===== config.mk =====
export PLATFORM = sky130hd
export DESIGN_NAME = bioz_sweep_capture_flat
export DESIGN_NICKNAME = d
export VERILOG_FILES = /design/src/rtl/bioz_sweep_capture_if.sv /design/src/rtl/bioz_sweep_capture.sv /design/src/flat_wrapper.sv
export SDC_FILE = /design/constraint.sdc
export NUM_CORES = 1
export LEC_CHECK = 0
export BUFFER_PORTS_ARGS = -buffer_cell sky130_fd_sc_hd__buf_2
export CAP_MARGIN = 20
export CORE_MARGIN = 2
export CORE_UTILIZATION = 45
export CTS_CLUSTER_DIAMETER = 100
export DETAILED_ROUTE_END_ITERATION = 7
export GPL_TIMING_DRIVEN = 0
export PLACE_DENSITY = 0.66
export SETUP_SLACK_MARGIN = 0.5
export SLEW_MARGIN = 30
export SYNTH_ARGS = -nofsm -noshare
export SYNTH_HDL_FRONTEND = slang
export SYNTH_SLANG_ARGS = --single-unit

===== constraint.sdc =====
create_clock -name Clk -period 3.8 [get_ports Clk]
set_input_delay 0.76 -clock Clk [delete_from_list [all_inputs] [get_ports Clk]]
set_output_delay 0.76 -clock Clk [all_outputs]
set_load 0.05 [all_outputs]

===== src/rtl/bioz_sweep_capture_if.sv =====
// Result handshake bundle between the sweep capture block and the downstream logger.
interface bioz_sweep_capture_if #(
  parameter int ADC_W = 10
);
  logic             Res_Valid;
  logic             Res_Ready;
  logic [3:0]       Res_Fsel;
  logic [ADC_W-1:0] Res_Data;

  modport master (
    output Res_Valid,
    output Res_Fsel,
    output Res_Data,
    input  Res_Ready
  );

  modport slave (
    input  Res_Valid,
    input  Res_Fsel,
    input  Res_Data,
    output Res_Ready
  );
endinterface


===== src/rtl/bioz_sweep_capture.sv =====
// BioZ sweep capture: discards settling conversions after every Fsel step,
// averages 2^AVG_LOG2 conversions and offers one tagged result per step.
// Optional build macro BIOZ_CAPTURE_FSEL_SYNC_EN adds a two-flop Fsel synchronizer.
//
// state    | meaning
// ---------+---------------------------------------------------------
// S_IDLE   | after reset; latches Fsel on the next clock
// S_SETTLE | discarding SETTLE_N conversions while the front end settles
// S_ACCUM  | summing 2^AVG_LOG2 conversions
// S_DONE   | average produced; waiting for the next Fsel step
module bioz_sweep_capture #(
  parameter int ADC_W    = 10,
  parameter int AVG_LOG2 = 3,
  parameter int SETTLE_N = 2
) (
  input  logic                  Clk,
  input  logic                  Resetn,
  input  logic [3:0]            Fsel,
  input  logic                  ADC_Done,
  input  logic [ADC_W-1:0]      ADC_Data,
  bioz_sweep_capture_if.master  res,
  output logic                  Overrun,
  output logic                  Busy
);

  localparam int ACC_W = ADC_W + AVG_LOG2;
  localparam int CNT_W = (AVG_LOG2 + 1 > 4) ? AVG_LOG2 + 1 : 4;
  localparam logic [CNT_W-1:0] AVG_LD    = CNT_W'(1 << AVG_LOG2);
  localparam logic [CNT_W-1:0] SETTLE_LD = CNT_W'(SETTLE_N);
  localparam logic [CNT_W-1:0] CNT_ONE   = CNT_W'(1);

  typedef enum logic [1:0] {S_IDLE, S_SETTLE, S_ACCUM, S_DONE} state_t;

  // Entry state after a step: skip SETTLE entirely when nothing is discarded.
  localparam state_t FIRST_ST = (SETTLE_N == 0) ? S_ACCUM : S_SETTLE;
  localparam logic [CNT_W-1:0] FIRST_LD = (SETTLE_N == 0) ? AVG_LD : SETTLE_LD;

  state_t           state_q, state_d;
  logic [3:0]       cur_fsel_q, cur_fsel_d;
  logic [CNT_W-1:0] cnt_q, cnt_d;
  logic [ACC_W-1:0] acc_q, acc_d;
  logic             pend_q, pend_d;
  logic             res_valid_q, res_valid_d;
  logic [3:0]       res_fsel_q, res_fsel_d;
  logic [ADC_W-1:0] res_data_q, res_data_d;
  logic             overrun_q, overrun_d;
  logic [3:0]       fsel_in;
  logic             step;

`ifdef BIOZ_CAPTURE_FSEL_SYNC_EN
  logic [3:0] fsel_meta_q, fsel_sync_q;

  // Two-flop synchronizer for the sequencer's frequency select.
  always_ff @(posedge Clk or negedge Resetn) begin
    if (!Resetn) begin
      fsel_meta_q <= '0;
      fsel_sync_q <= '0;
    end else begin
      fsel_meta_q <= Fsel;
      fsel_sync_q <= fsel_meta_q;
    end
  end

  assign fsel_in = fsel_sync_q;
`else
  assign fsel_in = Fsel;
`endif

  // A step is any Fsel difference once a frequency has been latched; wrap is not special.
  assign step = (state_q != S_IDLE) && (fsel_in != cur_fsel_q);

  // State and datapath registers.
  always_ff @(posedge Clk or negedge Resetn) begin
    if (!Resetn) begin
      state_q     <= S_IDLE;
      cur_fsel_q  <= '0;
      cnt_q       <= '0;
      acc_q       <= '0;
      pend_q      <= 1'b0;
      res_valid_q <= 1'b0;
      res_fsel_q  <= '0;
      res_data_q  <= '0;
      overrun_q   <= 1'b0;
    end else begin
      state_q     <= state_d;
      cur_fsel_q  <= cur_fsel_d;
      cnt_q       <= cnt_d;
      acc_q       <= acc_d;
      pend_q      <= pend_d;
      res_valid_q <= res_valid_d;
      res_fsel_q  <= res_fsel_d;
      res_data_q  <= res_data_d;
      overrun_q   <= overrun_d;
    end
  end

  // Next-state logic; a step change overrides any conversion in the same cycle.
  always_comb begin
    state_d = state_q;
    if (state_q == S_IDLE || step) begin
      state_d = FIRST_ST;
    end else begin
      case (state_q)
        S_SETTLE: if (ADC_Done && cnt_q == CNT_ONE) state_d = S_ACCUM;
        S_ACCUM:  if (ADC_Done && cnt_q == CNT_ONE) state_d = S_DONE;
        default:  state_d = state_q;
      endcase
    end
  end

  // FSM outputs.
  always_comb begin
    Busy = (state_q == S_SETTLE) || (state_q == S_ACCUM);
  end

  // Down-counters for discards and samples, accumulator, and finished-average strobe.
  always_comb begin
    cur_fsel_d = cur_fsel_q;
    cnt_d      = cnt_q;
    acc_d      = acc_q;
    pend_d     = 1'b0;
    if (state_q == S_IDLE || step) begin
      cur_fsel_d = fsel_in;
      cnt_d      = FIRST_LD;
      acc_d      = '0;
    end else if (ADC_Done) begin
      if (state_q == S_SETTLE) begin
        cnt_d = (cnt_q == CNT_ONE) ? AVG_LD : cnt_q - CNT_ONE;
      end else if (state_q == S_ACCUM) begin
        acc_d  = acc_q + ACC_W'(ADC_Data);
        cnt_d  = cnt_q - CNT_ONE;
        pend_d = (cnt_q == CNT_ONE);
      end
    end
  end

  // Single-entry output buffer; a finished average is dropped only if the slot stays full.
  always_comb begin
    res_valid_d = res_valid_q;
    res_fsel_d  = res_fsel_q;
    res_data_d  = res_data_q;
    overrun_d   = 1'b0;
    if (res_valid_q && res.Res_Ready) res_valid_d = 1'b0;
    if (pend_q) begin
      if (res_valid_q && !res.Res_Ready) begin
        overrun_d = 1'b1;
      end else begin
        res_valid_d = 1'b1;
        res_fsel_d  = cur_fsel_q;
        res_data_d  = ADC_W'(acc_q >> AVG_LOG2);
      end
    end
  end

  assign res.Res_Valid = res_valid_q;
  assign res.Res_Fsel  = res_fsel_q;
  assign res.Res_Data  = res_data_q;
  assign Overrun       = overrun_q;

endmodule


===== src/flat_wrapper.sv =====
// flat-port wrapper written by rule: the top's interface ports become plain ports
module bioz_sweep_capture_flat 
#(
  parameter int ADC_W    = 10,
  parameter int AVG_LOG2 = 3,
  parameter int SETTLE_N = 2
)
  (Clk, Resetn, Fsel, ADC_Done, ADC_Data, Overrun, Busy, res_Res_Valid, res_Res_Fsel, res_Res_Data, res_Res_Ready);
  bioz_sweep_capture_if #(.ADC_W(ADC_W)) res_i ();
  input  logic Clk;
  input  logic Resetn;
  input  logic [3:0] Fsel;
  input  logic ADC_Done;
  input  logic [ADC_W-1:0] ADC_Data;
  output logic Overrun;
  output logic Busy;
  output wire logic [$bits(res_i.Res_Valid)-1:0] res_Res_Valid;
  output wire logic [$bits(res_i.Res_Fsel)-1:0] res_Res_Fsel;
  output wire logic [$bits(res_i.Res_Data)-1:0] res_Res_Data;
  input wire logic [$bits(res_i.Res_Ready)-1:0] res_Res_Ready;
  assign res_Res_Valid = res_i.Res_Valid;
  assign res_Res_Fsel = res_i.Res_Fsel;
  assign res_Res_Data = res_i.Res_Data;
  assign res_i.Res_Ready = res_Res_Ready;
  bioz_sweep_capture #(.ADC_W(ADC_W), .AVG_LOG2(AVG_LOG2), .SETTLE_N(SETTLE_N)) u_core (.Clk(Clk), .Resetn(Resetn), .Fsel(Fsel), .ADC_Done(ADC_Done), .ADC_Data(ADC_Data), .res(res_i), .Overrun(Overrun), .Busy(Busy));
endmodule

==> impl_results.md <==
- Outcome: complete, no violations
- Fin crit period: 2.291 ns
- Die Y: 73.08 µm
- Setup WS pre-CTS: 1.212 ns
- I/O Pins: 35
- Commonest cells in the netlist: 40 x dfrtp_1, 22 x a21oi_1, 21 x nand2_1
- FFs w/ async S/R, synth: 100.0%
- Worst Setup End Kind: flop
- Worst Tran Pin Value: roughly 0.59 ns
- PD cells: 327.6 mW/mm²
- Primary FF master, synth: dfrtp_1
- Synthesized area per cell: 10.03 µm²
- Fill count: 428
- CTS Hold Buffers Added: 0
- Hold Vio Cnt, Final: 0
- Worst IR Drop VDD: 167.7 µV
- All-Layer GR Usage: 17.06%
- 1st-iter DRT viols: 119
- Via/cell ratio: about 5.3
- Layout cells sized above 1: 22.27%
- Kind of cell adding the most delay to the critical path: compound AO/OA/AOI/OAI gates
- EDFF count, synth: 0
- Area contributors post-synth: dfrtp_1 47%, ha_1 8.7%, mux2_2 7.3%
- H-Tree Depth: 2
- Max_cap viols: 0
- Post-CTS sizing: 0
- Postcts setup bufs: 0
- Row count: 25
- CP max stage cell: a2111o_1
- Final Util: 53.53%
- Clk slew on worst S/H paths: 0.08 ns
- Largest net degree at the start of global routing: between 40 and 50
- Clock sinks: 40
- Largest area contributor in the netlist: dfrtp_1
- ANT nets after route: 0
- GRT overflow: 0
- Most frequent cell after synthesis: dfrtp_1
- WL per Instance: about 13 µm
- Share of the synthesized area in the top cell type: 46.62%
- Pins over their slew limit: 0
- First-pass GRT wire length: 7044 µm
- Cells after synthesis: approximately 210
- Core area: 0.004661 mm²
- CP Class: primary input to flop
- # port buffers: 34
- Vias: 1,640
- Setup TNS: 0 ns
- Critical Path RT: 4.03 ns
- Clock skew after layout: 0.006797 ns
- Die width: 73.08 µm
- Multi-input logic area: 0.001070 mm²
- Final wirelength: 4027 µm
- CTS Buf Count: 5
- Hold Path Class: primary input to asynchronous set/reset pin
- Reg area: around 0.0010 mm²
- Total die area: ~0.0053 mm²
- Vias in the first global route: 1,571
- Clk_lat worst skew: 0.29 ns
- CP max FO: 4
- RSZ-0062 raised after global routing: no
- Setup ws final: 1.509 ns
- Unique masters post-synth: 39
- Final setup fails: 0
- Antenna fix cells: 0
- #FFs+latches synth: 40
- CP peak stage delay: 0.43 ns
- Detailed-route DRC error count: 0
- Critical-path cell list: buf_2 > ha_1 > inv_1 > fa_1 > nor2b_1 > o31a_1 > o211ai_1 > a2111o_1 > nand3_1
- TritonCTS clock tree: built
- CP bufs+invs: 2
- Root buf cell: clkbuf_8
- Relative slew slack: 60.82%
- Period utilization: 60.29%
- First drt pass iteration count: 4
- Clk buf depth: 2
- Post-Syn Area: about 0.0021 mm²
- Area grow syn2layout: 16.20%
- Mapped Nets: 248
- Yosys Warn Count: 0
- Detailed placement HPWL: 3028 µm
- Final nets: ~290
- Arr. time, crit path: 2.52 ns
- Pleak: 1.253 nW
- Register area share after synthesis: between 40 and 50%
- Gpl congestion: 0.7637
- Antenna violations before repair: 0
- Startpoint Class: primary input
- Maximum clock rate: 436.5 MHz
- Starting Density: 46.07%
cells by family (layout without fill, tap and decap cells):
family	count (synthesis)	in the layout	share of synthesized area, %
flip-flops	40	40	46.62
adder cells (fa/ha/maj)	16	16	9.674
AO/OA/AOI/OAI	49	49	14.68
buffers and inverters	20	62	3.554
multiplexers	16	16	8.275
AND/OR/NAND/NOR	68	68	15.15
XOR/XNOR	5	5	2.040
flip-flops by register name (all words and copies together), names as in the netlist:
register	flops
u_core.Overrun	1
u_core.cur_fsel_q	4
u_core.res.Res_Fsel	4
u_core.res.Res_Data	10
u_core.res.Res_Valid	1
u_core.acc_q	13
u_core.state_q	2
u_core.pend_q	1
u_core.cnt_q	4
layer usage:
layer / track usage [%] / vias up / share of wire, %
met5: 0 / - / 0
met4: 5.556 / 0 / 1.6
met1: 21.79 / 766 / 48
met3: 4.282 / 7 / 2.7
met2: 28.23 / 21 / 47
li1: - / 846 / -
worst register-to-register path: stages, from the launching register on:
cell	delay [ns]
dfrtp_1	0.35
ha_1	0.18
inv_1	0.06
fa_1	0.37
nor2b_1	0.21
o31a_1	0.22
o211ai_1	0.15
a2111o_1	0.43
nand3_1	0.07
cells in the final DEF (no fill, tap or decap), types with 2 or more instances in the layout:
| cell | synthesis | final |
|---|---|---|
| dfrtp_1 | 40 | 40 |
| buf_2 | 1 | 34 |
| a21oi_1 | 22 | 22 |
| nand2_1 | 21 | 21 |
| ha_1 | 15 | 15 |
| mux2_2 | 14 | 14 |
| nor2_1 | 12 | 12 |
| clkbuf_1 | 9 | 10 |
| inv_1 | 9 | 9 |
| nand3_1 | 9 | 9 |
| nor3_1 | 8 | 8 |
| o21ai_0 | 5 | 5 |
| clkbuf_8 | 0 | 5 |
| xnor2_1 | 4 | 4 |
| and3_1 | 3 | 3 |
| or3_1 | 3 | 3 |
| a21o_1 | 3 | 3 |
| o21ai_1 | 3 | 3 |
| a2111o_1 | 3 | 3 |
| nand2b_1 | 2 | 2 |
| nor2b_1 | 2 | 2 |
| a211oi_1 | 2 | 2 |
| and2_1 | 2 | 2 |
| o21a_1 | 2 | 2 |
| o211ai_1 | 2 | 2 |
| o211a_1 | 2 | 2 |
| nand4_1 | 2 | 2 |
| mux2i_1 | 2 | 2 |
where the power goes:
part	total (mW)	switching (mW)	leakage [nW]	internal, mW
Combinational	0.0498	0.0305	0.659	0.0193
Clock	0.337	0.142	0.0552	0.195
Sequential	0.430	0.00203	0.539	0.428
Total	0.817	0.175	1.25	0.642
final cells by class:
type / instances / share of cell area, %
multi-input combinational: 154 / 42.88
timing repair buffer: 34 / 6.921
inverter: 9 / 1.354
clock buffer: 6 / 2.909
sequential: 40 / 40.12
buffer: 11 / 1.705
tap: 54 / 2.708
clock inverter: 2 / 1.404
final timing paths:
| path | startpoint | to | slack, ns | cells after the start |
|---|---|---|---|---|
| max | ADC_Data[0] | u_core.acc_q[8]$_DFFE_PN0P_ | 1.51 | 9 |
| min | Resetn | u_core.acc_q[8]$_DFFE_PN0P_ | 0.44 | 1 |
| max reg2reg | u_core.acc_q[0]$_DFFE_PN0P_ | u_core.acc_q[8]$_DFFE_PN0P_ | 1.71 | 8 |
| min reg2reg | u_core.pend_q$_DFF_PN0_ | u_core.res.Res_Valid$_DFF_PN0_ | 0.49 | 2 |
| max in group asynchronous | Resetn | u_core.pend_q$_DFF_PN0_ | 3.01 | 1 |
| min in group Clk | u_core.pend_q$_DFF_PN0_ | u_core.res.Res_Valid$_DFF_PN0_ | 0.49 | 2 |
stage by stage:
step / hold WS (ns) / total power [mW] / cell area (µm²) / cells
after global routing: 0.4733 / 0.8553 / 2495 / 310
final: 0.4393 / 0.8173 / 2495 / 310
after detailed placement: 0.4836 / 0.4895 / 2385 / 302
after CTS: 0.4964 / 0.8301 / 2492 / 310
after floorplan: 0.4397 / 0.4644 / 2147 / 214
after global placement: 0.4543 / 0.4890 / 2385 / 302
No activity file was read; power rests on OpenSTA's default activity.
